--- src/rtl/cpu_pkg.sv ---
// Shared definitions for the 8-bit accumulator CPU: opcodes, ALU selects,
// instruction field widths and the sequencer state type.
package cpu_pkg;

    localparam int unsigned OPCODE_W  = 4;
    localparam int unsigned DATA_W    = 8;
    localparam int unsigned ALU_SEL_W = 4;

    localparam logic [OPCODE_W-1:0] OP_NOP  = 4'h0;
    localparam logic [OPCODE_W-1:0] OP_ADD  = 4'h1;
    localparam logic [OPCODE_W-1:0] OP_MUL  = 4'h2;
    localparam logic [OPCODE_W-1:0] OP_AND  = 4'h3;
    localparam logic [OPCODE_W-1:0] OP_OR   = 4'h4;
    localparam logic [OPCODE_W-1:0] OP_NOT  = 4'h5;
    localparam logic [OPCODE_W-1:0] OP_LDI  = 4'h6;
    localparam logic [OPCODE_W-1:0] OP_JMP  = 4'h7;
    localparam logic [OPCODE_W-1:0] OP_JZ   = 4'h8;
    localparam logic [OPCODE_W-1:0] OP_HALT = 4'hF;

    localparam logic [ALU_SEL_W-1:0] ALU_ADD  = 4'b0000;
    localparam logic [ALU_SEL_W-1:0] ALU_MUL  = 4'b0001;
    localparam logic [ALU_SEL_W-1:0] ALU_AND  = 4'b0010;
    localparam logic [ALU_SEL_W-1:0] ALU_OR   = 4'b0011;
    localparam logic [ALU_SEL_W-1:0] ALU_NOT  = 4'b0100;
    localparam logic [ALU_SEL_W-1:0] ALU_PASS = 4'b0111;

    typedef enum logic [2:0] {
        ST_FETCH,
        ST_DECODE,
        ST_IMM,
        ST_EXEC,
        ST_HALT
    } seq_state_t;

endpackage

--- src/rtl/instr_decode.sv ---
// Combinational opcode decoder for instr_sequencer.
// JMP/JZ decode as two-byte branches only when SEQ_BRANCH_EN is defined.
module instr_decode
    import cpu_pkg::*;
(
    input  logic [OPCODE_W-1:0]  opcode,
    output logic                 is_two_byte,
    output logic                 is_alu,
    output logic [ALU_SEL_W-1:0] alu_select,
    output logic                 is_branch,
    output logic                 is_halt,
    output logic                 is_illegal
);

    always_comb begin
        is_two_byte = 1'b0;
        is_alu      = 1'b0;
        alu_select  = ALU_ADD;
        is_branch   = 1'b0;
        is_halt     = 1'b0;
        is_illegal  = 1'b0;
        case (opcode)
            OP_NOP:  ;
            OP_ADD:  begin is_two_byte = 1'b1; is_alu = 1'b1; alu_select = ALU_ADD;  end
            OP_MUL:  begin is_two_byte = 1'b1; is_alu = 1'b1; alu_select = ALU_MUL;  end
            OP_AND:  begin is_two_byte = 1'b1; is_alu = 1'b1; alu_select = ALU_AND;  end
            OP_OR:   begin is_two_byte = 1'b1; is_alu = 1'b1; alu_select = ALU_OR;   end
            OP_NOT:  begin is_alu = 1'b1; alu_select = ALU_NOT; end
            OP_LDI:  begin is_two_byte = 1'b1; is_alu = 1'b1; alu_select = ALU_PASS; end
`ifdef SEQ_BRANCH_EN
            OP_JMP, OP_JZ: begin is_two_byte = 1'b1; is_branch = 1'b1; end
`endif
            OP_HALT: is_halt = 1'b1;
            default: is_illegal = 1'b1;
        endcase
    end

endmodule

--- src/rtl/instr_sequencer.sv ---
// Multi-cycle fetch/decode/execute sequencer driving the ALU and accumulator.
// Branch support (JMP/JZ) follows SEQ_BRANCH_EN through instr_decode.
module instr_sequencer
    import cpu_pkg::*;
#(
    parameter int unsigned     PC_W     = 8,
    parameter logic [PC_W-1:0] RESET_PC = '0
) (
    input  logic            clk,
    input  logic            rst_n,
    output logic            imem_req,
    output logic [PC_W-1:0] imem_addr,
    input  logic            imem_ack,
    input  logic [7:0]      imem_data,
    output logic [3:0]      alu_component_select,
    output logic [7:0]      alu_input_1,
    output logic [7:0]      alu_input_2,
    input  logic [7:0]      alu_result,
    input  logic [7:0]      acc_read,
    output logic            acc_write_bit,
    output logic [7:0]      acc_write_port,
    output logic            halted,
    output logic            illegal_op
);

    seq_state_t state, next_state;

    logic [PC_W-1:0]      pc, pc_n;
    logic [7:0]           imm, imm_n;
    logic [OPCODE_W-1:0]  opcode, opcode_n;
    logic [ALU_SEL_W-1:0] sel_n;
    logic [7:0]           in1_n, in2_n;
    logic                 illegal_n;

    logic                 dec_two_byte;
    logic                 dec_alu;
    logic [ALU_SEL_W-1:0] dec_sel;
    logic                 dec_branch;
    logic                 dec_halt;
    logic                 dec_illegal;

    instr_decode u_decode (
        .opcode      (opcode),
        .is_two_byte (dec_two_byte),
        .is_alu      (dec_alu),
        .alu_select  (dec_sel),
        .is_branch   (dec_branch),
        .is_halt     (dec_halt),
        .is_illegal  (dec_illegal)
    );

    always_comb begin
        next_state = state;
        pc_n       = pc;
        imm_n      = imm;
        opcode_n   = opcode;
        sel_n      = alu_component_select;
        in1_n      = alu_input_1;
        in2_n      = alu_input_2;
        illegal_n  = illegal_op;
        unique case (state)
            ST_FETCH: begin
                if (imem_req && imem_ack) begin
                    opcode_n   = imem_data[7:4];
                    pc_n       = pc + PC_W'(1);
                    next_state = ST_DECODE;
                end
            end
            ST_DECODE: begin
                if (dec_halt) begin
                    next_state = ST_HALT;
                end else if (dec_two_byte) begin
                    next_state = ST_IMM;
                end else if (dec_alu) begin
                    next_state = ST_EXEC;
                    sel_n      = dec_sel;
                    in1_n      = acc_read;
                    in2_n      = imm;
                end else begin
                    next_state = ST_FETCH;
                    illegal_n  = illegal_op | dec_illegal;
                end
            end
            ST_IMM: begin
                if (imem_req && imem_ack) begin
                    imm_n = imem_data;
                    pc_n  = pc + PC_W'(1);
                    if (dec_branch) begin
                        next_state = ST_FETCH;
                        if (opcode == OP_JMP || acc_read == '0)
                            pc_n = PC_W'(imem_data);
                    end else begin
                        next_state = ST_EXEC;
                        sel_n      = dec_sel;
                        in2_n      = imem_data;
                        in1_n      = (opcode == OP_LDI) ? imem_data : acc_read;
                    end
                end
            end
            ST_EXEC:  next_state = ST_FETCH;
            ST_HALT:  next_state = ST_HALT;
            default:  next_state = ST_FETCH;
        endcase
    end

    // Request, address and strobes are registered from the next state so they
    // line up with the state they belong to without combinational outputs.
    always_ff @(posedge clk or negedge rst_n) begin
        if (!rst_n) begin
            state                <= ST_FETCH;
            pc                   <= RESET_PC;
            imm                  <= '0;
            opcode               <= '0;
            imem_req             <= 1'b0;
            imem_addr            <= '0;
            alu_component_select <= '0;
            alu_input_1          <= '0;
            alu_input_2          <= '0;
            acc_write_bit        <= 1'b0;
            halted               <= 1'b0;
            illegal_op           <= 1'b0;
        end else begin
            state                <= next_state;
            pc                   <= pc_n;
            imm                  <= imm_n;
            opcode               <= opcode_n;
            imem_req             <= (next_state == ST_FETCH) || (next_state == ST_IMM);
            imem_addr            <= pc_n;
            alu_component_select <= sel_n;
            alu_input_1          <= in1_n;
            alu_input_2          <= in2_n;
            acc_write_bit        <= (next_state == ST_EXEC);
            halted               <= (next_state == ST_HALT);
            illegal_op           <= illegal_n;
        end
    end

    assign acc_write_port = acc_write_bit ? alu_result : '0;

endmodule

--- config.mk ---
export PLATFORM = sky130hd
export DESIGN_NAME = instr_sequencer
export DESIGN_NICKNAME = d
export VERILOG_FILES = /design/src/rtl/cpu_pkg.sv /design/src/rtl/instr_decode.sv /design/src/rtl/instr_sequencer.sv
export SDC_FILE = /design/constraint.sdc
export NUM_CORES = 1
export LEC_CHECK = 0
export CAP_MARGIN = 20
export CORE_MARGIN = 2
export CORE_UTILIZATION = 33
export DETAILED_ROUTE_END_ITERATION = 8
export GPL_ROUTABILITY_DRIVEN = 0
export SETUP_SLACK_MARGIN = 0.4
export SLEW_MARGIN = 20
export SYNTH_ARGS = -nofsm -noshare
export SYNTH_HDL_FRONTEND = slang
export SYNTH_SLANG_ARGS = --single-unit
--- constraint.sdc ---
create_clock -name clk -period 1.59 [get_ports clk]
set_input_delay 0.318 -clock clk [delete_from_list [all_inputs] [get_ports clk]]
set_output_delay 0.318 -clock clk [all_outputs]
set_load 0.02 [all_outputs]
==> run summary <==
=====================================================================================
Category of the critical setup timing path                                    reg2reg
Insertion delay of the later-clocked pin in the worst-skew pair               0.30 ns
Pwr dens                                                                  1920 nW/um2
Clock-pin slew of the registers on the worst-case setup and hold paths        0.09 ns
Endpoint class of the critical path                                         flip-flop
Ys Warns                                                                            0
Post-detailed-route wirelength per cell                                       14.1 um
Pin count of the biggest net entering global routing                               47
Number of different library cells in the post-synthesis netlist                    37
TritonCTS clock tree                                                             done
Core outline area                                                            6420 um2
Most numerous cell types in the synthesized netlist                      46 x sky130_fd_sc_hd__dfrtp_1, 30 x sky130_fd_sc_hd__mux2_2, 10 x sky130_fd_sc_hd__mux2_1
Number of H-tree branching levels                                                   2
Final net count                                                                   295
Most instantiated library cell after synthesis                           sky130_fd_sc_hd__dfrtp_1
Leakage power                                                                 1.63 nW
Remaining routing DRC violations                                                    6
Main area contributors after synthesis                                   sky130_fd_sc_hd__dfrtp_1 52%, sky130_fd_sc_hd__mux2_2 15%, sky130_fd_sc_hd__mux2_4 5.4%
Setup repair after global routing missed its margin                               yes
Cells on worst reg2reg path                                                         5
Hold Crit Depth                                                                     1
Failing checks                                                           design-rule violations, negative setup slack
Number of CTS-inserted buffers                                                      5
Synthesized netlist net count                                                     186
Area added between synthesis and finish                                         57.3%
Final core utilization                                                          54.0%
Total Die Area                                                               7350 um2
Final Skew                                                                 0.00566 ns
Critical path data required time                                              1.78 ns
Vias per cell                                                                    4.68
Proportion of layout cells with a drive suffix above 1                          56.3%
Post-synth EDFFs                                                                    0
Flops & latches, synth                                                             46
Fraction of post-synthesis cell area in the top cell type by area               52.2%
Syn_area_per_cell                                                            14.0 um2
CTS Sinks                                                                          46
Period utilisation layout                                                        113%
Worst Path Arrival                                                            1.98 ns
Count of fill cells added during filler insertion                                 569
Setup-violating endpoint count in the final report                                 25
Post-synthesis cell type with the largest combined area                  sky130_fd_sc_hd__dfrtp_1
Total of max-cap violations                                                         0
Achievable Freq                                                             0.559 GHz
Min-delay worst type                                                          reg2reg
Share of the yosys chip area belonging to registers                             52.2%
Worst reg2reg setup slack                                                    -0.20 ns
CTS Buffer Depth                                                                    2
Die Width                                                                     85.7 um
ANT nets after route                                                                0
Wire length of the first global-routing pass                                  8.09 mm
Mapped Cells                                                                      158
Pins over their slew limit                                                          0
Total Power Consumption                                                       6.67 mW
Post-route setup slack                                                      -0.200 ns
Total overflow reported by the global router                                        0
Drt total wl                                                                  4.87 mm
Endpoint of the lowest-slack register-to-register path                   alu_input_2[1]
Worst hold start                                                         alu_component_select[1]
Antenna violations before repair                                                    0
WHS Endpoint                                                             alu_component_select[1]
Number of top-level design ports                                                   67
Area of the mapped netlist                                                   2200 um2
Port Buffer Count                                                                  65
Final Hold Viols                                                                    0
Maximum fanout count along the critical path                                       14
Overall via count from detail_route                                              1613
First drt pass iteration count                                                      6
Launch instance of the worst register-to-register path                       state[2]
Critical Path Start Type                                                    flip-flop
Vertical die dimension                                                        85.7 um
DP Wirelength                                                                 3.23 mm
Initial cell density of the core                                                34.3%
Maximum vdd drop                                                             0.852 mV
Post-synthesis async set-or-reset flop share                                     100%
Via count of the first global-routing pass                                       1663
Post-synth top flop                                                      sky130_fd_sc_hd__dfrtp_1
Min cycle time layout                                                         1.79 ns
Detailed Route Iter0 Violations                                                    41
Total routing usage reported by global routing                                  14.2%
CTS root buf                                                             sky130_fd_sc_hd__clkbuf_8
Number of antenna repair diodes                                                     0
Final hold slack                                                             0.496 ns
Outcome                                                                  finished with violations
Cell row count                                                                     29
=====================================================================================
## worst max-delay path, cell delays in order (launching register included)
cell and delay, ns:
sky130_fd_sc_hd__dfrtp_2 0.46, sky130_fd_sc_hd__or3b_4 0.41, sky130_fd_sc_hd__o21bai_4 0.16, sky130_fd_sc_hd__o21a_4 0.16
sky130_fd_sc_hd__buf_12 0.16, sky130_fd_sc_hd__mux2_1 0.33
## what timing repair did
item,CTS,global route
endpoints found under the hold margin,40,0
setup endpoints to repair,83,81
hold buffers,1,0
resized for setup,197,53
setup buffers,16,8
pin swaps,0,1
## registers in the layout, summed over array words and instances (netlist names)
signal,cells
acc_write_bit,1
alu_component_select,3
alu_input_1,8
alu_input_2,8
halted,1
illegal_op,1
imem_req,1
imm,8
opcode,4
pc,8
state,3
## area by class of cell
class	count	area (um2)	share of cell area, %
Clock buffer	6	72.6	2.09
Clock inverter	2	37.5	1.08
Inverter	1	3.75	0.108
Multi-Input combinational cell	103	1030	29.7
Sequential cell	46	1150	33.3
Tap cell	77	96.3	2.78
Timing Repair Buffer	110	1070	30.9
## report_power, final
group,leakage [nW],switching (mW),internal (mW)
Sequential,0.562,0.401,1.70
Combinational,1.02,1.44,2.25
Clock,0.0514,0.408,0.470
Total,1.63,2.25,4.42
## metal layers
| metal | global-route usage [%] | up-vias | share of wire (%) |
|---|---|---|---|
| li1 | - | 765 | - |
| met1 | 17.4 | 791 | 43 |
| met2 | 24.1 | 52 | 49 |
| met3 | 4.52 | 5 | 6.7 |
| met4 | 3.90 | 0 | 1.0 |
| met5 | 0 | - | 0 |
## worst max-delay path by stage
| stage | from | endpoint | slack [ns] | depth (start not counted) |
|---|---|---|---|---|
| after floorplan | state[0] | alu_input_2[0] | -0.11 | 6 |
| after CTS | state[2] | alu_input_2[1] | -0.20 | 5 |
| after global placement | imem_ack | alu_input_2[1] | -0.48 | 6 |
| after detailed placement | imem_ack | alu_input_2[3] | -0.47 | 6 |
| after global routing | state[2] | alu_input_2[5] | -0.28 | 5 |
| final | state[2] | alu_input_2[1] | -0.20 | 5 |
## cells in the final DEF (no fill, tap or decap), drive strengths merged, types with 3 or more instances in the layout
cell / n
nor2b: 3
and2: 8
nor2: 7
clkbuf: 6
nand2: 4
dfrtp: 46
clkdlybuf4s50: 25
nand3: 3
xnor2: 5
buf: 84
mux2: 48
xor2: 4
## metrics by stage
stage / setup slack (ns) / setup TNS, ns / std cells / cell area, um2
6_report: -0.200 / -3.64 / 345 / 3470
5_1_grt: -0.277 / -6.50 / 345 / 3470
4_1_cts: -0.204 / -3.92 / 337 / 3240
3_5_place_dp: -0.468 / -15.98 / 312 / 3080
3_3_place_gp: -0.483 / -16.85 / 312 / 3080
2_1_floorplan: -0.113 / -1.85 / 158 / 2230
## cells by family after synthesis
logic type	count (synthesis)	share of synthesized area [%]
flops	46	52.2
compound gates	5	2.50
xor+xnor	9	3.58
buf+inv	9	3.23
mux	49	26.3
other cells	1	0.170
fa+ha+maj	1	0.567
simple gates	38	11.4
Note: power is estimated with default switching activity, not from simulation.
